File: config.mk
export PLATFORM = sky130hd
export DESIGN_NAME = mem_stage_lsu
export DESIGN_NICKNAME = d
export VERILOG_FILES = /design/src/rtl/mem_stage_lsu.sv
export SDC_FILE = /design/constraint.sdc
export NUM_CORES = 1
export LEC_CHECK = 0
export ABC_AREA = 0
export BUFFER_PORTS_ARGS = -buffer_cell sky130_fd_sc_hd__buf_2
export CAP_MARGIN = 5
export CORE_ASPECT_RATIO = 1.75
export CORE_UTILIZATION = 39
export CTS_BUF_LIST = sky130_fd_sc_hd__clkbuf_2 sky130_fd_sc_hd__clkbuf_4 sky130_fd_sc_hd__clkbuf_8
export CTS_CLUSTER_DIAMETER = 100
export CTS_CLUSTER_SIZE = 24
export DETAILED_ROUTE_END_ITERATION = 12
export HOLD_SLACK_MARGIN = 0.06
export PLACE_DENSITY = 0.81
export SKIP_CTS_REPAIR_TIMING = 1
export SLEW_MARGIN = 5
export SYNTH_ARGS = -nofsm -noshare
export SYNTH_HDL_FRONTEND = slang
export SYNTH_SLANG_ARGS = --single-unit
export TNS_END_PERCENT = 100
File: constraint.sdc
create_clock -name clk -period 1.45 [get_ports clk]
set_input_delay 0.145 -clock clk [delete_from_list [all_inputs] [get_ports clk]]
set_output_delay 0.145 -clock clk [all_outputs]
set_load 0.02 [all_outputs]
File: src/rtl/mem_stage_lsu.sv
// mem_stage_lsu: MEM-stage load/store unit.
// Converts the EX/MEM load/store into a request/grant/rvalid data-bus access.
// Stalls the pipeline until the access completes, then returns the
// sign/zero-extended load value toward MEM/WB.
// A watchdog aborts accesses that hang in REQ/RESP (TIMEOUT = 0 disables it).
// Optional build macro: LSU_MISALIGN_TRAP_EN.
//   Defined:   misaligned H/W accesses are flagged on misalign_o and never
//              reach the bus.
//   Undefined: misalign_o is tied low and misaligned accesses are silently
//              forced onto the aligned word/half.
module mem_stage_lsu #(
  parameter int TIMEOUT_W = 8,
  parameter int TIMEOUT   = 255
) (
  input  logic        clk,
  input  logic        rst_n,
  input  logic        mem_read_i,
  input  logic        mem_write_i,
  input  logic [2:0]  funct3_i,
  input  logic [31:0] addr_i,
  input  logic [31:0] wdata_i,
  output logic        dbus_req_o,
  output logic        dbus_we_o,
  output logic [31:0] dbus_addr_o,
  output logic [3:0]  dbus_be_o,
  output logic [31:0] dbus_wdata_o,
  input  logic        dbus_gnt_i,
  input  logic        dbus_rvalid_i,
  input  logic [31:0] dbus_rdata_i,
  output logic        stall_o,
  output logic [31:0] load_data_o,
  output logic        bus_err_o,
  output logic        misalign_o
);

  typedef enum logic [1:0] {
    IDLE = 2'd0,
    REQ  = 2'd1,
    RESP = 2'd2
  } state_t;

  state_t                state_q;
  state_t                state_d;
  logic                  done_q;
  logic [TIMEOUT_W-1:0]  wd_cnt_q;
  logic [31:0]           load_data_q;
  logic                  bus_err_q;

  logic                  op;
  logic                  is_load;
  logic                  is_store;
  logic                  is_byte;
  logic                  is_half;
  logic                  is_word;
  logic                  is_unsigned;
  logic                  misalign;
  logic                  active;
  logic                  req;
  logic                  complete;
  logic                  timeout;
  logic [3:0]            be;
  logic [31:0]           wdata_lanes;
  logic [31:0]           load_ext;

  // Operation decode; a simultaneous read and write is treated as a load.
  assign op          = mem_read_i | mem_write_i;
  assign is_load     = mem_read_i;
  assign is_store    = mem_write_i & ~mem_read_i;
  assign is_byte     = (funct3_i[1:0] == 2'b00);
  assign is_half     = (funct3_i[1:0] == 2'b01);
  assign is_word     = ~is_byte & ~is_half;
  assign is_unsigned = funct3_i[2];

`ifdef LSU_MISALIGN_TRAP_EN
  // Misaligned halves/words are flagged and kept off the bus.
  assign misalign = op & ((is_half & addr_i[0]) |
                          (is_word & (addr_i[1:0] != 2'b00)));
`else
  // No trap: the low address bits below the access size are ignored.
  assign misalign = 1'b0;
`endif

  // An access is wanted while an op is present, not yet finished, and legal.
  assign active = op & ~done_q & ~misalign;

  // Watchdog abort fires on the TIMEOUT-th cycle spent in REQ|RESP, unless
  // the response arrives in that same cycle.
  generate
    if (TIMEOUT != 0) begin : g_watchdog
      assign timeout = (state_q != IDLE) &&
                       (wd_cnt_q == TIMEOUT_W'(TIMEOUT - 1)) &&
                       !((state_q == RESP) && dbus_rvalid_i);
    end else begin : g_no_watchdog
      assign timeout = 1'b0;
    end
  endgenerate

  // Byte-enable generation and store-data lane replication.
  always_comb begin
    // NOTE: every always_comb output gets a default first so no path can
    // leave it unassigned and infer a latch.
    be          = 4'b1111;
    wdata_lanes = wdata_i;
    if (is_byte) begin
      be          = 4'b0001 << addr_i[1:0];
      wdata_lanes = {4{wdata_i[7:0]}};
    end else if (is_half) begin
      be          = addr_i[1] ? 4'b1100 : 4'b0011;
      wdata_lanes = {2{wdata_i[15:0]}};
    end
  end

  // Load extraction: pick the addressed byte/half and extend it.
  always_comb begin
    logic [7:0]  sel_byte;
    logic [15:0] sel_half;
    sel_byte = dbus_rdata_i[7:0];
    sel_half = addr_i[1] ? dbus_rdata_i[31:16] : dbus_rdata_i[15:0];
    load_ext = dbus_rdata_i;
    case (addr_i[1:0])
      2'b00:   sel_byte = dbus_rdata_i[7:0];
      2'b01:   sel_byte = dbus_rdata_i[15:8];
      2'b10:   sel_byte = dbus_rdata_i[23:16];
      default: sel_byte = dbus_rdata_i[31:24];
    endcase
    if (is_byte) begin
      load_ext = is_unsigned ? {24'b0, sel_byte} : {{24{sel_byte[7]}}, sel_byte};
    end else if (is_half) begin
      load_ext = is_unsigned ? {16'b0, sel_half} : {{16{sel_half[15]}}, sel_half};
    end
  end

  // FSM next-state and request/completion decode.
  always_comb begin
    state_d  = state_q;
    req      = 1'b0;
    complete = 1'b0;
    case (state_q)
      IDLE: begin
        if (active) begin
          req     = 1'b1;
          state_d = dbus_gnt_i ? RESP : REQ;
        end
      end
      REQ: begin
        req = 1'b1;
        if (dbus_gnt_i) begin
          state_d = RESP;
        end
      end
      RESP: begin
        if (dbus_rvalid_i) begin
          state_d  = IDLE;
          complete = 1'b1;
        end
      end
      default: state_d = IDLE;
    endcase
    // Abort: drop the request so no late grant is accepted, return to IDLE.
    if (timeout) begin
      req     = 1'b0;
      state_d = IDLE;
    end
  end

  // State, watchdog counter, completion flag and result registers.
  always_ff @(posedge clk) begin
    if (!rst_n) begin
      state_q     <= IDLE;
      done_q      <= 1'b0;
      wd_cnt_q    <= '0;
      load_data_q <= '0;
      bus_err_q   <= 1'b0;
    end else begin
      // NOTE: sequential state uses non-blocking assignments so every
      // register samples the pre-edge values regardless of statement order.
      state_q <= state_d;
      if ((state_q == IDLE) || (state_d == IDLE)) begin
        wd_cnt_q <= '0;
      end else begin
        wd_cnt_q <= wd_cnt_q + 1'b1;
      end
      // done_q lives for exactly one cycle: the cycle EX/MEM advances.
      if (done_q) begin
        done_q <= 1'b0;
      end else begin
        done_q <= complete | timeout;
      end
      if (timeout) begin
        load_data_q <= '0;
      end else if (complete && is_load) begin
        load_data_q <= load_ext;
      end
      bus_err_q <= timeout;
    end
  end

  assign dbus_req_o   = req;
  assign dbus_we_o    = is_store;
  assign dbus_addr_o  = {addr_i[31:2], 2'b00};
  assign dbus_be_o    = be;
  assign dbus_wdata_o = wdata_lanes;
  assign stall_o      = active;
  assign load_data_o  = load_data_q;
  assign bus_err_o    = bus_err_q;
  assign misalign_o   = misalign;

endmodule

* Word level (Yosys, flattened, before mapping)
Cells that the tools add are included.
** Cells by class
- Reduce and logical (&&, ||, !) cells :: 14
- Mux-type cells :: 22
- Equal/unequal tests :: 6
- Bitwise operators :: 7
- Add/sub/neg operators :: 1
- Shifts and indexed selects :: 1
** Operators by type and width (count)
- $mux W32 :: 6
- $pmux W8 S3 :: 1
- $mux W16 :: 1
- $mux W4 :: 3
- $mux W2 :: 5
- $add A8 B1 Y8 const B :: 1
- $eq A8 B8 Y1 const B :: 1
- $logic_not A2 Y1 :: 4
- $eq A2 B1 Y1 const B :: 3
- $pmux W2 S3 :: 1
- $reduce_or A2 Y1 :: 3
- $eq A2 B2 Y1 const B :: 2
- $logic_and A1 B1 Y1 :: 4
- $mux W1 :: 4
- $shl A1 B2 Y4 const A :: 1
- $not A1 Y1 :: 3
- $and A1 B1 Y1 :: 2
- $or A1 B1 Y1 :: 2
- $pmux W1 S2 :: 1
- $reduce_bool A2 Y1 :: 1
- $logic_not A1 Y1 :: 1
- $logic_or A1 B1 Y1 :: 1
** Storage, ports and cells
- Word-level logic and storage cells :: 56
- Output and inout bits :: 105
- Input bits :: 105
- Flip-flop bits (word level) :: 44

* Logic depth before layout (Yosys ltp)
Gate-level depths: netlist (run 1).
- Depth in word-level cells :: 8
- Mapped depth :: 7
- Mapped depth without buffers :: 6

* Worst setup path before layout (run 1)
Ideal clock, no wire load.
- Path type :: register to register
- Start :: register wd_cnt_q[0]
- End :: register load_data_q[10] (netlist: load_data_o[10])
- Library setup time :: 0.130 ns
- Arrival :: 1.372 ns
- Slack :: -0.052 ns
- Data required time :: 1.320 ns
- Clock period less this slack :: 1.502 ns
- Cell stages (with the launch flop) :: 8
- Path buffers :: 1
- Path through :: dfxtp_1 inv_1 ha_1 and3_1 nand3_1 o21ai_1 buf_2 a211oi_1
** Between the ends
- Cells in the longest elaborated chain, start to end :: 4
** RTL lines
- start, declared :: RTL line 45 : logic [TIMEOUT_W-1:0] wd_cnt_q;
- start signal, assigned :: RTL line 181 : wd_cnt_q <= wd_cnt_q + 1'b1;
- $eq A8 B8 Y1 :: RTL line 91 : (wd_cnt_q == TIMEOUT_W'(TIMEOUT - 1)) &&
- $logic_and A1 B1 Y1 :: RTL line 90 : assign timeout = (state_q != IDLE) &&
- $logic_and A1 B1 Y1 :: RTL line 91
- $reduce_or A2 Y1 (no line)
- end signal, assigned :: RTL line 192 : load_data_q <= load_ext;
- end, declared :: RTL line 46 : logic [31:0] load_data_q;
No other way between the ends.
A chain may end at the register's enable or synchronous reset.

* Final worst setup path (run 1)
- Start :: register wd_cnt_q[0]
- End :: output dbus_req_o
** Between the ends
- Cells in the longest elaborated chain, start to end :: 4
** RTL lines
- $eq A8 B8 Y1 :: RTL line 91
- $logic_and A1 B1 Y1 :: RTL line 90
- $logic_and A1 B1 Y1 :: RTL line 91
- $mux W1 :: RTL line 160 : if (timeout) begin
- end, declared :: RTL line 22 : output logic dbus_req_o,
No other way between the ends.

==> impl_metrics.py, run 1 <==
metrics = {
    "timing": {
        "finalHoldViolCount": 0,
        "drv_slew": 0,
        "fin_skew_ns": 0.00929,
        "finalSetupViolCount": 14,
        "slew_headroom_pct": 63.4,
        "fin_crit_sh_pct": 112,
        "rsz0062_at_grt": "yes",
        "max_slew.worst_pin.slew_ns": 0.549,
        "fmax_ghz": 0.614,
        "hold_ws_ns": 0.104,
        "setup_slack_ns": -0.180,
        "fin_crit_ns": 1.63,
    },
    "finish": {
        "final_net_count": 561,
        "final_common_cell": "buf_2",
        "drive_gt1_share_pct": 45.1,
        "instances_no_fill": 544,
        "fillCellCount": 688,
        "area_growth_pct": 25.9,
        "layout_common_cells": "145 x buf_2, 45 x nor2_1, 42 x dfxtp_1",
    },
    "grt": {
        "grt_start_max_net_pins": 35,
        "overflow": 0,
        "grt_pass1_vias": 2910,
        "grt_pass1_wl_um": 14400,
        "grt.total_usage_pct": 23.9,
        "antenna_found_initial": 1,
    },
    "worst_setup_path": {
        "ff2ff_setup_slack_ns": -0.05,
        "cp_data_arrival_time_ns": 1.48,
        "critPathKind": "flop to output pin",
        "cpPeakStageDelay_ns": 0.35,
        "reg2regPathDepth": 5,
        "required_ns": 1.31,
        "slowest_stage": "dfxtp_2",
        "cp_max_fo": 4,
        "reg2reg_from": "state_q[1]",
        "worstReg2RegEnd": "load_data_o[14]",
        "endpoint": "dbus_req_o",
        "crit_chain": "inv_2 -> ha_2 -> and3_4 -> nand3_4 -> nor2_2 -> nor2_1 -> buf_4",
        "cp-start-kind": "flop",
        "end_kind": "output pin",
        "crit_start": "wd_cnt_q[0]",
    },
    "yosys": {
        "synthArstFlopShare_pct": 0,
        "yosys_register_bits": 44,
        "synthXorXnorAreaFrac_pct": 1.76,
        "synth.area.mux_share_pct": 16.5,
        "postSynthAreaPerCell_um2": 8.66,
        "synthAdderAreaFrac_pct": 0.840,
        "synth_area_um2": 2980,
        "synth_flop_cell": "dfxtp_1",
        "yosysWarningCount": 0,
        "synthCells": 344,
        "synth_cell_type_count": 41,
        "synth_top_family_by_area": "compound AO/OA/AOI/OAI gates",
        "synth_edf_count": 0,
        "synth_compound_area_share_pct": 20.7,
        "yosys.area_share.simple_pct": 15.5,
        "ys_seq_area_share_pct": 29.6,
    },
    "detailed_routing": {
        "routed_via_density": 5.58,
        "wirelength_um": 9480,
        "firstDrtPassIters": 6,
        "drcViolationCount": 0,
        "drtAntennaViolNets": 0,
        "vias": 3035,
        "drt-initial-drc-count": 169,
        "wire_per_inst_um": 17.4,
    },
    "placement": {
        "portBuffers": 146,
        "place_congestion": 0.845,
        "numPlacedInstances": 530,
        "dp_slack_ns": -0.0965,
        "dp_hpwl_um": 7330,
    },
    "clock_network": {
        "cts_tree": "done",
        "cts_sinks": 44,
        "worstSkewPairLatency_ns": 0.31,
        "clockBufferDepth": 2,
        "root_buffer": "clkbuf_8",
        "clk_pin_slew_worst_paths_ns": 0.09,
        "htreeDepth": 2,
        "cts_buffers": 5,
    },
    "run_status": {
        "violations": "negative setup slack",
        "status": "finished, violations left",
    },
    "die": {
        "io_pins": 210,
        "rows": 41,
        "die_width_um": 68.1,
        "initial_utilization_pct": 40.9,
        "core_um2": 7280,
        "die_h_um": 118,
        "die_area_um2": 8010,
    },
    "power": {
        "p_leak_uw": 0.00168,
        "pwr_density_cell_nw_per_um2": 777,
        "irDropWorstVdd_mv": 0.325,
    },
    "run": {
        "drv_cap": 0,
    },
    "worst_hold_path": {
        "min_path_type": "input port to flop",
    },
}
==> flip-flops by register name, summed over array words and instances, names as in the netlist <==
register     flops
state_q          2
bus_err_o        1
load_data_o     32
wd_cnt_q         8
done_q           1
==> per-layer routing <==
metal	routed length, um	vias up	GRT usage (%)
met5	0	-	0
met4	509	0	15.1
met3	863	37	4.94
met2	4760	183	39.6
met1	3340	1389	26.3
li1	-	1426	-
==> report_power, final <==
| group | leakage (uW) | total (uW) | switching (uW) | internal (uW) |
|---|---|---|---|---|
| clock network | 0.0000404 | 802 | 460 | 341 |
| logic | 0.00129 | 850 | 489 | 361 |
| registers | 0.000357 | 1270 | 20.8 | 1240 |
==> layout make-up <==
cell class                 instances  area [um^2]  share of cell area [%]
antenna                            3         7.51                   0.200
clock buffer                       5         68.8                    1.83
clock inverter                     3         23.8                   0.634
inverter                           5         18.8                   0.500
multi-input combinational        233         1700                    45.3
sequential                        44          883                    23.5
tap                               86          108                    2.87
timing repair buffer             165          941                    25.1
==> worst min path at each step <==
stage,from,end,slack [ns],cells after the start
4_1_cts,dbus_gnt_i,state_q[0],0.006,2
5_1_grt,dbus_rdata_i[27],load_data_o[27],0.11,3
2_1_floorplan,dbus_gnt_i,state_q[0],0.22,1
6_report,dbus_rdata_i[18],load_data_o[18],0.10,3
3_5_place_dp,addr_i[2],dbus_addr_o[2],0.29,0
3_3_place_gp,addr_i[2],dbus_addr_o[2],0.29,0
==> metrics by stage <==
step | area [um^2] | utilization (%) | TNS [ns] | total power (uW)
floorplan | 2990 | - | 0 | 1930
global placement | 3580 | 49.2 | -0.110 | 2110
detailed placement | 3580 | 49.2 | -0.841 | 2130
CTS | 3680 | 50.5 | -1.47 | 2910
global route | 3740 | 51.4 | -3.97 | 3050
finish | 3750 | 51.5 | -0.413 | 2920
==> critical path, delay by kind of cell, from the launching register on <==
kind / cells / cell delay (ns)
simple gates: 4 / 0.47
flops: 1 / 0.35
fa+ha+maj: 1 / 0.17
buf+inv: 2 / 0.19
==> logic make-up (layout without fill, tap and decap cells) <==
logic type / after synthesis / in the layout
other: 1 / 6
multiplexers: 33 / 33
AND/OR/NAND/NOR: 107 / 107
XOR/XNOR: 6 / 6
AO/OA/AOI/OAI: 82 / 82
flip-flops: 44 / 44
buffers and inverters: 69 / 178
adder cells (fa/ha/maj): 2 / 2
==> Yosys cell counts (all sizes together) (6+ instances only) <==
master | count | share of area (%)
a211oi | 30 | 7.6
mux2 | 16 | 6.0
mux4 | 9 | 7.8
dfxtp | 44 | 30
clkbuf | 8 | 1.0
nor2 | 48 | 6.4
o21ai | 15 | 2.5
mux2i | 8 | 2.7
nand2 | 39 | 4.9
a221oi | 8 | 2.4
a22o | 14 | 4.1
nand3 | 6 | 1.2
buf | 56 | 13
a22oi | 7 | 1.8
Note: power is estimated with default switching activity, not from simulation.
==> run 2: changes to the inputs <==
- CTS_CLUSTER_SIZE: 24 -> not set
- MAX_ROUTING_LAYER: not set -> met4
==> run 2 against run 1 <==
Against the previous run: the flow still finishes with violations (negative setup slack); fmax increased by 0.51%; hold slack improved by 0.0052 ns; power decreased by 0.43%; sequential power about the same; sequential share of layout area about the same; design area about the same.
==> impl_metrics.py, run 2 (synthesis results as in run 1) <==
metrics = {
    "run_status": {
        "status": "finished, violations left",
        "violations": "negative setup slack",
    },
    "detailed_routing": {
        "firstDrtPassIters": 4,
        "drtAntennaViolNets": 0,
        "vias": 3047,
        "drt-initial-drc-count": 232,
        "drcViolationCount": 0,
        "routed_via_density": 5.61,
        "wire_per_inst_um": 17.5,
        "wirelength_um": 9490,
    },
    "timing": {
        "fin_skew_ns": 0.00900,
        "setup_slack_ns": -0.171,
        "tns_ns": -0.402,
        "max_slew.worst_pin.slew_ns": 0.547,
        "slew_headroom_pct": 63.5,
        "fin_crit_sh_pct": 112,
        "finalHoldViolCount": 0,
        "fin_crit_ns": 1.62,
        "drv_slew": 0,
        "fmax_ghz": 0.617,
        "finalSetupViolCount": 14,
        "rsz0062_at_grt": "yes",
    },
    "die": {
        "die_h_um": 118,
        "core_um2": 7280,
        "io_pins": 210,
        "rows": 41,
        "die_width_um": 68.1,
        "die_area_um2": 8010,
        "initial_utilization_pct": 40.9,
    },
    "worst_setup_path": {
        "cp-start-kind": "flop",
        "cp_max_fo": 4,
        "critPathKind": "flop to output pin",
        "cpPeakStageDelay_ns": 0.35,
        "required_ns": 1.31,
        "crit_chain": "inv_2 -> ha_2 -> and3_4 -> nand3_4 -> nor2_2 -> nor2_1 -> buf_4",
        "cp_data_arrival_time_ns": 1.48,
        "path_buf_inv": 2,
        "slowest_stage": "dfxtp_2",
        "end_kind": "output pin",
        "cp_top_family": "simple AND/OR/NAND/NOR gates",
    },
    "power": {
        "pwr_density_cell_nw_per_um2": 775,
        "swShare_pct": 33.0,
        "finalPower_uw": 2900,
        "p_clk_share_pct": 27.2,
        "p_leak_uw": 0.00168,
        "p_int_uw": 1950,
        "p_comb_share_pct": 29.2,
        "irDropWorstVdd_mv": 0.317,
        "seqPwrFrac_pct": 43.6,
        "p_switching_uw": 958,
    },
    "placement": {
        "dp_slack_ns": -0.0965,
        "numPlacedInstances": 530,
        "place_congestion": 0.858,
        "portBuffers": 146,
        "dp_hpwl_um": 7330,
    },
    "grt": {
        "antenna_found_initial": 1,
        "overflow": 0,
        "grt_pass1_vias": 2910,
        "grt_pass1_wl_um": 14400,
        "grt_start_max_net_pins": 35,
        "grt.total_usage_pct": 24.6,
    },
    "finish": {
        "final_net_count": 561,
        "fillCellCount": 690,
        "instances_no_fill": 543,
        "drive_gt1_share_pct": 45.1,
        "utilization_pct": 51.5,
        "final_common_cell": "buf_2",
        "layout_common_cells": "145 x buf_2, 45 x nor2_1, 42 x dfxtp_1",
        "largest_reg_flops": 32,
        "area_growth_pct": 25.8,
    },
    "clock_network": {
        "cts_buffers": 5,
        "cts_sinks": 44,
        "clockBufferDepth": 2,
        "htreeDepth": 2,
        "root_buffer": "clkbuf_8",
        "worstSkewPairLatency_ns": 0.31,
        "clk_pin_slew_worst_paths_ns": 0.09,
        "cts_tree": "done",
    },
    "run": {
        "drv_cap": 0,
    },
    "worst_hold_path": {
        "min_path_type": "input port to flop",
    },
}
==> run 2: cell count changes in the layout (fill, tap and decap cells not counted), sizes merged <==
cell	delta
diode	-1
==> run 2: power groups by stage <==
stage / registers, uW / clock network [uW] / logic [uW]
2_1_floorplan: 1330 / 0 / 600
3_3_place_gp: 1290 / 0 / 817
3_5_place_dp: 1290 / 0 / 835
4_1_cts: 1260 / 812 / 839
5_1_grt: 1270 / 870 / 913
6_report: 1270 / 790 / 849
==> run 2: through the flow <==
stage	hold slack, ns	area, um^2
finish	0.109	3750
global route	0.112	3750
CTS	0.00642	3680
detailed placement	0.290	3580
global placement	0.290	3580
floorplan	0.224	2990
==> run 2: per-layer routing <==
layer	up-vias	GRT usage [%]	share of wire, %	wire (um)
met5	-	-	0	0
met4	0	15.1	5.0	476
met3	37	4.65	8.6	816
met2	176	39.6	51	4850
met1	1406	26.6	35	3350
li1	1428	-	-	-
==> run 2: layout make-up <==
class                           count  area (um^2)  share of cell area [%]
Inverter                            5         18.8                   0.501
Clock buffer                        5         68.8                    1.84
Multi-Input combinational cell    233         1700                    45.4
Antenna cell                        2         5.00                   0.133
Clock inverter                      3         23.8                   0.634
Sequential cell                    44          883                    23.6
Timing Repair Buffer              165          941                    25.1
Tap cell                           86          108                    2.87
==> run 2: worst paths after layout <==
check | to | slack [ns] | from | cells past startpoint
min reg2reg | load_data_o[19] | 0.50 | load_data_o[19] | 2
max | dbus_req_o | -0.17 | wd_cnt_q[0] | 7
min | load_data_o[18] | 0.11 | dbus_rdata_i[18] | 3
max reg2reg | load_data_o[14] | -0.06 | state_q[1] | 5
==> run 2: worst min-delay path: cells and delay by family <==
kind / cells / cell delay, ns
AO/OA/AOI/OAI: 1 / 0.06
AND/OR/NAND/NOR: 1 / 0.06
buffers and inverters: 1 / 0.12
==> run 3: changes to the inputs <==
- ABC_AREA: 0 -> 1
- CORE_UTILIZATION: 39 -> 40
==> run 3 against run 2 <==
Against the previous run: the flow still finishes with violations (negative setup slack); hold slack better by 0.023 ns; synthesized cell count up 42%; fmax rose by 1.6%; count of clock-buffer cells in the layout unchanged; global-route usage grew 3.3 points; via count rose by 20%; sequential share of layout area down 1.5 points; wire length grew 22%; clock power rose by 2%; combinational power is 9.0% higher; utilization grew 0.61 points; setup slack better by 0.025 ns; largest cell class unchanged.
==> impl_metrics.py, run 3 <==
metrics = {
    "die": {
        "rows": 42,
        "io_pins": 210,
        "die_area_um2": 8400,
        "die_h_um": 120,
        "die_width_um": 69.7,
        "core_um2": 7670,
        "initial_utilization_pct": 41.8,
    },
    "power": {
        "seqPwrFrac_pct": 42.3,
        "p_int_uw": 1930,
        "p_comb_share_pct": 30.8,
        "swShare_pct": 35.7,
        "p_switching_uw": 1070,
        "p_leak_uw": 0.00220,
        "p_clk_share_pct": 26.9,
        "pwr_density_cell_nw_per_um2": 750,
        "irDropWorstVdd_mv": 0.339,
    },
    "yosys": {
        "synth_top_area_share_pct": 27.4,
        "synthCells": 490,
        "synth.area.top_cells": "dfxtp_1 27%, nand2_1 14%, buf_4 11%",
        "yosys.area_share.simple_pct": 30.0,
        "synth.most_common_cell": "nand2_1",
        "yosysWarningCount": 0,
        "synth.largest_area_cell": "dfxtp_1",
        "postSynthAreaPerCell_um2": 6.55,
        "synth_cell_type_count": 36,
        "synth_common_cells": "116 x nand2_1, 55 x inv_1, 48 x buf_4",
        "synthAdderAreaFrac_pct": 0.780,
        "synth_edf_count": 0,
        "ys_seq_area_share_pct": 27.4,
        "synth_flop_cell": "dfxtp_1",
        "synth_area_um2": 3210,
        "synth.area.mux_share_pct": 0,
        "synth_top_family_by_area": "simple AND/OR/NAND/NOR gates",
        "yosys_register_bits": 44,
        "synthXorXnorAreaFrac_pct": 1.64,
        "synth_compound_area_share_pct": 18.4,
        "synthArstFlopShare_pct": 0,
    },
    "timing": {
        "setup_slack_ns": -0.147,
        "tns_ns": -1.06,
        "fin_crit_ns": 1.60,
        "finalSetupViolCount": 33,
        "fin_skew_ns": 0.0133,
        "finalHoldViolCount": 0,
        "rsz0062_at_grt": "yes",
        "hold_ws_ns": 0.132,
        "fmax_ghz": 0.626,
        "fin_crit_sh_pct": 110,
        "drv_slew": 0,
    },
    "clock_network": {
        "clockBufferDepth": 2,
        "root_buffer": "clkbuf_8",
        "cts_tree": "done",
        "htreeDepth": 2,
        "cts_buffers": 5,
        "cts_sinks": 44,
        "worstSkewPairLatency_ns": 0.32,
        "clk_pin_slew_worst_paths_ns": 0.09,
    },
    "placement": {
        "place_congestion": 0.982,
        "dp_hpwl_um": 9270,
        "portBuffers": 146,
        "numPlacedInstances": 686,
    },
    "finish": {
        "layout_common_cells": "145 x buf_2, 113 x nand2_1, 54 x inv_1",
        "largest_reg_flops": 32,
        "fillCellCount": 787,
        "instances_no_fill": 697,
        "utilization_pct": 52.1,
        "final_net_count": 713,
        "area_growth_pct": 24.5,
        "final_common_cell": "buf_2",
        "drive_gt1_share_pct": 35.3,
    },
    "detailed_routing": {
        "wire_per_inst_um": 16.6,
        "drcViolationCount": 0,
        "drt-initial-drc-count": 292,
        "wirelength_um": 11600,
        "routed_via_density": 5.26,
        "drtAntennaViolNets": 0,
        "firstDrtPassIters": 5,
        "vias": 3668,
    },
    "worst_setup_path": {
        "required_ns": 1.31,
        "cp-start-kind": "flop",
        "ff2ff_setup_slack_ns": -0.05,
        "cp_max_fo": 3,
        "cp_data_arrival_time_ns": 1.45,
        "critPathKind": "flop to output pin",
        "end_kind": "output pin",
    },
    "grt": {
        "grt_pass1_wl_um": 17600,
        "grt_start_max_net_pins": 39,
        "antenna_found_initial": 2,
        "grt_pass1_vias": 3555,
        "grt.total_usage_pct": 27.9,
        "overflow": 0,
    },
    "worst_hold_path": {
        "min_path_type": "input port to flop",
    },
    "run_status": {
        "status": "finished, violations left",
        "violations": "negative setup slack",
    },
    "run": {
        "drv_cap": 0,
    },
}
## run 3: changes by cell type in the layout (fill, tap and decap cells not counted), moves of 8 or more
| cell | before | now |
|---|---|---|
| mux4_1 | 8 | 0 |
| o21ai_0 | 14 | 38 |
| nand2_1 | 39 | 113 |
| a21oi_1 | 1 | 22 |
| nor2_1 | 45 | 29 |
| a221oi_1 | 8 | 0 |
| a211oi_1 | 30 | 1 |
| a22o_1 | 14 | 0 |
| nand3_1 | 3 | 25 |
| mux2i_1 | 8 | 0 |
| inv_1 | 4 | 54 |
| nand4_1 | 1 | 17 |
| mux2_2 | 16 | 0 |
| o21a_1 | 1 | 27 |
## run 3: area by class of cell
type	count	area, um^2	area share, %
flip-flops and latches	44	883	22.1
well taps	88	110	2.76
diodes	2	5.00	0.125
inverters	61	231	5.79
repair buffers	171	992	24.8
clock buffers	5	68.8	1.72
multi-input cells	323	1680	42.1
clock inverters	3	23.8	0.595
## run 3: final timing paths
check | cells past startpoint | from | end
worst max-delay path | 8 | wd_cnt_q[0] | dbus_req_o
worst min-delay path | 4 | dbus_gnt_i | state_q[0]
worst max register to register | 11 | wd_cnt_q[0] | load_data_o[14]
worst min register to register | 1 | done_q | done_q
## run 3: worst max-delay path, stage by stage, from the launching register on
cell and delay [ns]:
dfxtp_2 0.34, inv_2 0.06, ha_4 0.12, nand2_2 0.05
nor2_2 0.12, nand4_1 0.17, nand2_1 0.10, inv_1 0.05
buf_6 0.12
## run 3: metrics by stage
step | worst slack [ns] | power [uW] | cell area (um^2)
5_1_grt | -0.193 | 3130 | 4000
3_3_place_gp | 0.0383 | 2170 | 3830
6_report | -0.147 | 3000 | 4000
4_1_cts | -0.195 | 2970 | 3920
3_5_place_dp | -0.0856 | 2180 | 3830
2_1_floorplan | 0.0611 | 1930 | 3220
## run 3: routing by layer
metal | GRT usage [%] | share of wire (%) | up-vias
li1 | - | - | 1765
met3 | 5.83 | 8.9 | 41
met2 | 42.0 | 46 | 222
met5 | - | 0 | -
met4 | 18.0 | 4.6 | 0
met1 | 33.7 | 41 | 1640
## run 3: power by group through the flow
stage / Combinational, uW / Sequential [uW] / Clock, uW
4_1_cts: 891 / 1270 / 812
6_report: 925 / 1270 / 807
3_3_place_gp: 874 / 1290 / 0
3_5_place_dp: 885 / 1290 / 0
5_1_grt: 1000 / 1270 / 858
2_1_floorplan: 605 / 1330 / 0
## run 3: cells by family (layout without fill, tap and decap cells)
| logic type | count (synthesis) | in the layout |
|---|---|---|
| buffers and inverters | 125 | 240 |
| other | 1 | 5 |
| and+or+nand+nor | 213 | 213 |
| xor gates and xnor gates | 6 | 6 |
| adders and majority gates | 2 | 2 |
| DFF | 44 | 44 |
| AOI/OAI and AO/OA | 99 | 99 |
